===== src/rtl/spi_ram_ctrl.sv =====
// Bridges the SPI slave word stream and a local requester onto one synchronous RAM port.
// A one-deep SPI slot and a round-robin arbiter share the RAM; read bytes return to the requester.
module spi_ram_ctrl #(
  parameter int ADDR_W = 8
) (
  input  logic              clk,
  input  logic              rst,
  input  logic [9:0]        rx_data,
  input  logic              rx_valid,
  output logic [7:0]        tx_data,
  output logic              tx_valid,
  input  logic              loc_req,
  input  logic              loc_we,
  input  logic [ADDR_W-1:0] loc_addr,
  input  logic [7:0]        loc_wdata,
  output logic              loc_gnt,
  output logic [7:0]        loc_rdata,
  output logic              loc_rvalid,
  output logic              mem_en,
  output logic              mem_we,
  output logic [ADDR_W-1:0] mem_addr,
  output logic [7:0]        mem_wdata,
  input  logic [7:0]        mem_rdata,
  output logic              err
);

  typedef enum logic [1:0] {IDLE, SPI_ACC, LOC_ACC, RD_RSP} state_t;

  state_t              state_reg, state_next;
  logic                spi_pend_reg, spi_pend_next;
  logic                spi_we_reg, spi_we_next;
  logic [ADDR_W-1:0]   spi_addr_reg, spi_addr_next;
  logic [7:0]          spi_data_reg, spi_data_next;
  logic [ADDR_W-1:0]   wr_ptr_reg, wr_ptr_next;
  logic [ADDR_W-1:0]   rd_ptr_reg, rd_ptr_next;
  logic                rd_ok_reg, rd_ok_next;
  logic                last_loc_reg, last_loc_next;
  logic                rsp_spi_reg, rsp_spi_next;
  logic                err_reg, err_next;
  logic                mem_en_reg, mem_en_next;
  logic                mem_we_reg, mem_we_next;
  logic [ADDR_W-1:0]   mem_addr_reg, mem_addr_next;
  logic [7:0]          mem_wdata_reg, mem_wdata_next;
  logic [7:0]          tx_data_reg, tx_data_next;
  logic                tx_valid_reg, tx_valid_next;
  logic [7:0]          loc_rdata_reg, loc_rdata_next;
  logic                loc_rvalid_reg, loc_rvalid_next;

  logic [1:0]          opcode;
  logic [7:0]          payload;
  logic                slot_free;
  logic                grant_spi;
  logic                grant_loc;

  assign opcode  = rx_data[9:8];
  assign payload = rx_data[7:0];

  // The slot frees in the very cycle its access is on the RAM port.
  assign slot_free = !spi_pend_reg || (state_reg == SPI_ACC);

  assign grant_spi = (state_reg == IDLE) && spi_pend_reg && (!loc_req || last_loc_reg);
  assign grant_loc = (state_reg == IDLE) && loc_req && (!spi_pend_reg || !last_loc_reg);

  always_ff @(posedge clk or posedge rst) begin
    if (rst) begin
      state_reg      <= IDLE;
      spi_pend_reg   <= 1'b0;
      spi_we_reg     <= 1'b0;
      spi_addr_reg   <= '0;
      spi_data_reg   <= 8'h00;
      wr_ptr_reg     <= '0;
      rd_ptr_reg     <= '0;
      rd_ok_reg      <= 1'b0;
      last_loc_reg   <= 1'b1;
      rsp_spi_reg    <= 1'b0;
      err_reg        <= 1'b0;
      mem_en_reg     <= 1'b0;
      mem_we_reg     <= 1'b0;
      mem_addr_reg   <= '0;
      mem_wdata_reg  <= 8'h00;
      tx_data_reg    <= 8'h00;
      tx_valid_reg   <= 1'b0;
      loc_rdata_reg  <= 8'h00;
      loc_rvalid_reg <= 1'b0;
    end else begin
      state_reg      <= state_next;
      spi_pend_reg   <= spi_pend_next;
      spi_we_reg     <= spi_we_next;
      spi_addr_reg   <= spi_addr_next;
      spi_data_reg   <= spi_data_next;
      wr_ptr_reg     <= wr_ptr_next;
      rd_ptr_reg     <= rd_ptr_next;
      rd_ok_reg      <= rd_ok_next;
      last_loc_reg   <= last_loc_next;
      rsp_spi_reg    <= rsp_spi_next;
      err_reg        <= err_next;
      mem_en_reg     <= mem_en_next;
      mem_we_reg     <= mem_we_next;
      mem_addr_reg   <= mem_addr_next;
      mem_wdata_reg  <= mem_wdata_next;
      tx_data_reg    <= tx_data_next;
      tx_valid_reg   <= tx_valid_next;
      loc_rdata_reg  <= loc_rdata_next;
      loc_rvalid_reg <= loc_rvalid_next;
    end
  end

  // Command decode into the SPI slot and the address pointers.
  always_comb begin
    spi_pend_next = spi_pend_reg;
    spi_we_next   = spi_we_reg;
    spi_addr_next = spi_addr_reg;
    spi_data_next = spi_data_reg;
    wr_ptr_next   = wr_ptr_reg;
    rd_ptr_next   = rd_ptr_reg;
    rd_ok_next    = rd_ok_reg;
    err_next      = err_reg;

    if (state_reg == SPI_ACC) begin
      spi_pend_next = 1'b0;
    end

    if (rx_valid) begin
      case (opcode)
        2'b00: wr_ptr_next = ADDR_W'(payload);
        2'b01: begin
          if (slot_free) begin
            spi_pend_next = 1'b1;
            spi_we_next   = 1'b1;
            spi_addr_next = wr_ptr_reg;
            spi_data_next = payload;
            wr_ptr_next   = wr_ptr_reg + 1'b1;
          end else begin
            err_next = 1'b1;
          end
        end
        2'b10: begin
          rd_ptr_next = ADDR_W'(payload);
          rd_ok_next  = 1'b1;
        end
        default: begin
          if (rd_ok_reg && slot_free) begin
            spi_pend_next = 1'b1;
            spi_we_next   = 1'b0;
            spi_addr_next = rd_ptr_reg;
            rd_ptr_next   = rd_ptr_reg + 1'b1;
          end else begin
            err_next = 1'b1;
          end
        end
      endcase
    end
  end

  // Arbiter and RAM sequencing.
  always_comb begin
    state_next      = state_reg;
    last_loc_next   = last_loc_reg;
    rsp_spi_next    = rsp_spi_reg;
    mem_en_next     = 1'b0;
    mem_we_next     = 1'b0;
    mem_addr_next   = mem_addr_reg;
    mem_wdata_next  = mem_wdata_reg;
    tx_data_next    = tx_data_reg;
    tx_valid_next   = 1'b0;
    loc_rdata_next  = loc_rdata_reg;
    loc_rvalid_next = 1'b0;

    case (state_reg)
      IDLE: begin
        if (grant_spi) begin
          state_next     = SPI_ACC;
          mem_en_next    = 1'b1;
          mem_we_next    = spi_we_reg;
          mem_addr_next  = spi_addr_reg;
          mem_wdata_next = spi_data_reg;
          last_loc_next  = 1'b0;
          rsp_spi_next   = 1'b1;
        end else if (grant_loc) begin
          state_next     = LOC_ACC;
          mem_en_next    = 1'b1;
          mem_we_next    = loc_we;
          mem_addr_next  = loc_addr;
          mem_wdata_next = loc_wdata;
          last_loc_next  = 1'b1;
          rsp_spi_next   = 1'b0;
        end
      end
      SPI_ACC, LOC_ACC: begin
        state_next = mem_we_reg ? IDLE : RD_RSP;
      end
      RD_RSP: begin
        state_next = IDLE;
        if (rsp_spi_reg) begin
          tx_data_next  = mem_rdata;
          tx_valid_next = 1'b1;
        end else begin
          loc_rdata_next  = mem_rdata;
          loc_rvalid_next = 1'b1;
        end
      end
      default: state_next = IDLE;
    endcase
  end

  assign tx_data    = tx_data_reg;
  assign tx_valid   = tx_valid_reg;
  assign loc_gnt    = (state_reg == LOC_ACC);
  assign loc_rdata  = loc_rdata_reg;
  assign loc_rvalid = loc_rvalid_reg;
  assign mem_en     = mem_en_reg;
  assign mem_we     = mem_we_reg;
  assign mem_addr   = mem_addr_reg;
  assign mem_wdata  = mem_wdata_reg;
  assign err        = err_reg;

endmodule


===== config.mk =====
export PLATFORM = sky130hd
export DESIGN_NAME = spi_ram_ctrl
export DESIGN_NICKNAME = d
export VERILOG_FILES = /design/src/rtl/spi_ram_ctrl.sv
export SDC_FILE = /design/constraint.sdc
export NUM_CORES = 1
export LEC_CHECK = 0
export BUFFER_PORTS_ARGS = -buffer_cell sky130_fd_sc_hd__buf_4
export CAP_MARGIN = 15
export CORE_UTILIZATION = 25
export CTS_CLUSTER_SIZE = 10
export DETAILED_ROUTE_END_ITERATION = 7
export PLACE_DENSITY_LB_ADDON = 0.15
export SLEW_MARGIN = 20
export SYNTH_ARGS = -nofsm -noshare
export SYNTH_HDL_FRONTEND = slang
export SYNTH_SLANG_ARGS = --single-unit

===== constraint.sdc =====
create_clock -name clk -period 2.51 [get_ports clk]
set_input_delay 0.1255 -clock clk [delete_from_list [all_inputs] [get_ports clk]]
set_output_delay 0.1255 -clock clk [all_outputs]
set_load 0.1 [all_outputs]

==> impl_metrics.json <==
{
  "grt_pass1_wl_mm": 14.79,
  "drt-total-wl_mm": 9.039,
  "antenna_found_initial": 0,
  "cts_resized": 0,
  "gp_congestion": 0.8342,
  "end_kind": "flop",
  "required_ns": 2.73,
  "fill_cells": 1399,
  "cpPeakStageDelay_ns": 0.39,
  "clk_pin_slew_ns": 0.06,
  "path_class": "flop to flop",
  "synth_area_leaders": "dfrtp_1 54%, mux2_2 8.1%, nand2_1 6.9%, a22oi_1 3.7%, ha_1 2.5%",
  "dp_slack_ns": 0.5429,
  "insertion_delay_ns": 0.34,
  "setup_viol": 0,
  "drtAntennaViolNets": 0,
  "root_buffer": "clkbuf_16",
  "synthCells": 330,
  "synth_seq_cells": 76,
  "start_kind": "flop",
  "status": "finished clean",
  "min_period_over_period": 0.7807,
  "crit_start": "state_reg[1]$_DFFE_PP0P_",
  "rows": 42,
  "grt_use_total": 0.1364,
  "htree_levels": 3,
  "seq_area_frac_synth": 0.5491,
  "die-area_um2": 14340,
  "cts_made_buffers": 9,
  "rr_startpoint": "state_reg[1]$_DFFE_PP0P_",
  "fin_tns_setup_ns": 0,
  "final_max_slew_viol_count": 0,
  "dr.pass1.iters": 4,
  "max_freq_ghz": 0.5103,
  "synth_commonest_cells": "75 x dfrtp_1, 64 x nand2_1, 25 x mux2_2",
  "grt_setup_unrepaired": "false",
  "final.setup.worst_slack_ns": 0.5504,
  "die_w_um": 119.7,
  "clk_path_buf_depth": 2,
  "netlist_area_um2": 3466,
  "globalRouteOverflowTotal": 0,
  "cts_setup_buffers": 0,
  "path_max_fanout": 9,
  "yosysWarnings": 0,
  "start_util": 0.2586,
  "worstHoldStart": "loc_wdata[1]",
  "finalNetCount": 462,
  "synth_edf_count": 0,
  "via_count": 2781,
  "grt_max_degree": 77,
  "maxCapViolCount": 0,
  "die_h_um": 119.7,
  "async_flop_share": 1.000,
  "ys_types": 36,
  "hold_class": "primary input to flop",
  "path_delay_family": "compound AO/OA/AOI/OAI gates",
  "vias_per_cell": 4.658,
  "min_period_ns": 1.960,
  "yosysTopAreaCellShare": 0.5415,
  "worstMarginPinSlew_ns": 0.5889,
  "diodes": 0,
  "drive_above_1_share": 0.3159,
  "maxSlewHeadroom": 0.6074,
  "hpwlAfterDp_mm": 6.485,
  "holdWs_ns": 0.01305,
  "yosys_most_used_dff": "dfrtp_1",
  "syn_nets": 376,
  "ios": 77,
  "crit_buf_inv": 2,
  "yosys.area.top_type": "dfrtp_1",
  "synth_most_common_cell": "dfrtp_1",
  "skew_ns": 0.004919,
  "crit_slowest_cell": "a21boi_2",
  "drt_iter0_drc": 152,
  "core_area_um2": 13400,
  "drcViolationCount": 0,
  "first_global_vias": 2685,
  "avgSynthCellArea_um2": 10.50,
  "syn_to_final_growth_pct": 33.32,
  "routedWlPerCell_um": 15.14,
  "cts_sinks": 76,
  "finalHoldViolations": 0,
  "timing.critical_path.cells": "inv_1 -> ha_1 -> nand2b_1 -> a21boi_2 -> nor2_1 -> buf_4 -> mux2_2",
  "port-buffer-count": 76,
  "cts_tree": "yes",
  "arrival_ns": 2.18
}
## tightest hold or removal path: cells and delay by family
kind | cells | cell delay [ns]
buffers and inverters | 1 | 0.08
and+or+nand+nor | 1 | 0.05
AOI/OAI and AO/OA | 1 | 0.06
## per-layer routing
metal | track usage | wire, um | vias to the layer above
li1 | - | - | 1348
met1 | 0.1831 | 4252 | 1342
met2 | 0.2059 | 4138 | 84
met3 | 0.04610 | 534 | 7
met4 | 0.04219 | 113 | 0
met5 | 0 | 0 | -
## per-stage QoR
stage	util	cells	cell area, um^2
floorplan	-	330	3466
global placement	0.3176	575	4255
detailed placement	0.3176	575	4255
CTS	0.3448	597	4621
global route	0.3448	597	4621
finish	0.3448	597	4621
## cell type report
class / count / area [um^2] / share of cell area
clock inverters: 7 / 80.08 / 0.01733
multi-input cells: 230 / 1455 / 0.3149
flip-flops and latches: 76 / 1903 / 0.4119
clock buffers: 9 / 225.2 / 0.04874
repair buffers: 90 / 703.2 / 0.1522
inverters: 9 / 33.78 / 0.007311
well taps: 176 / 220.2 / 0.04766
## cells in the final DEF, fill, tap and decap left out, types with 9 or more instances in the layout
master / instances
nor2_1: 17
dfrtp_1: 75
a31oi_1: 11
clkbuf_16: 9
o21ai_0: 14
nand3_1: 10
mux2_2: 25
nand2_1: 64
buf_4: 83
a22oi_1: 17
## final timing paths
| check | to | slack (ns) | cells after the start |
|---|---|---|---|
| worst max-delay path | rd_ptr_reg[1]$_DFFE_PP0P_ | 0.55 | 7 |
| worst min-delay path | mem_wdata[1]$_DFFE_PP0P_ | 0.01 | 3 |
| min in group asynchronous | mem_en$_DFF_PP0_ | 0.43 | 4 |
| max in group asynchronous | last_loc_reg$_DFFE_PP1P_ | 1.75 | 4 |
| worst min register to register | last_loc_reg$_DFFE_PP1P_ | 0.47 | 2 |
| worst max register to register | rd_ptr_reg[1]$_DFFE_PP0P_ | 0.55 | 7 |
## what timing repair did
item / 4_1_cts / 5_1_grt
setup endpoints to repair: 0 / 0
hold endpoints to repair: 80 / 0
hold buffers: 6 / 0
## logic make-up (layout without fill, tap and decap cells)
kind of cell / Yosys count / after routing / share of synthesized area
muxes: 26 / 26 / 0.08412
adders and majority gates: 7 / 7 / 0.02527
buffers and inverters: 24 / 115 / 0.03105
and+or+nand+nor: 121 / 121 / 0.1596
DFF: 76 / 76 / 0.5491
AOI/OAI and AO/OA: 76 / 76 / 0.1509
Power is left out: the tool's default activity adds up to more than one toggle a clock period on the data nets, which glitch-free logic cannot reach.
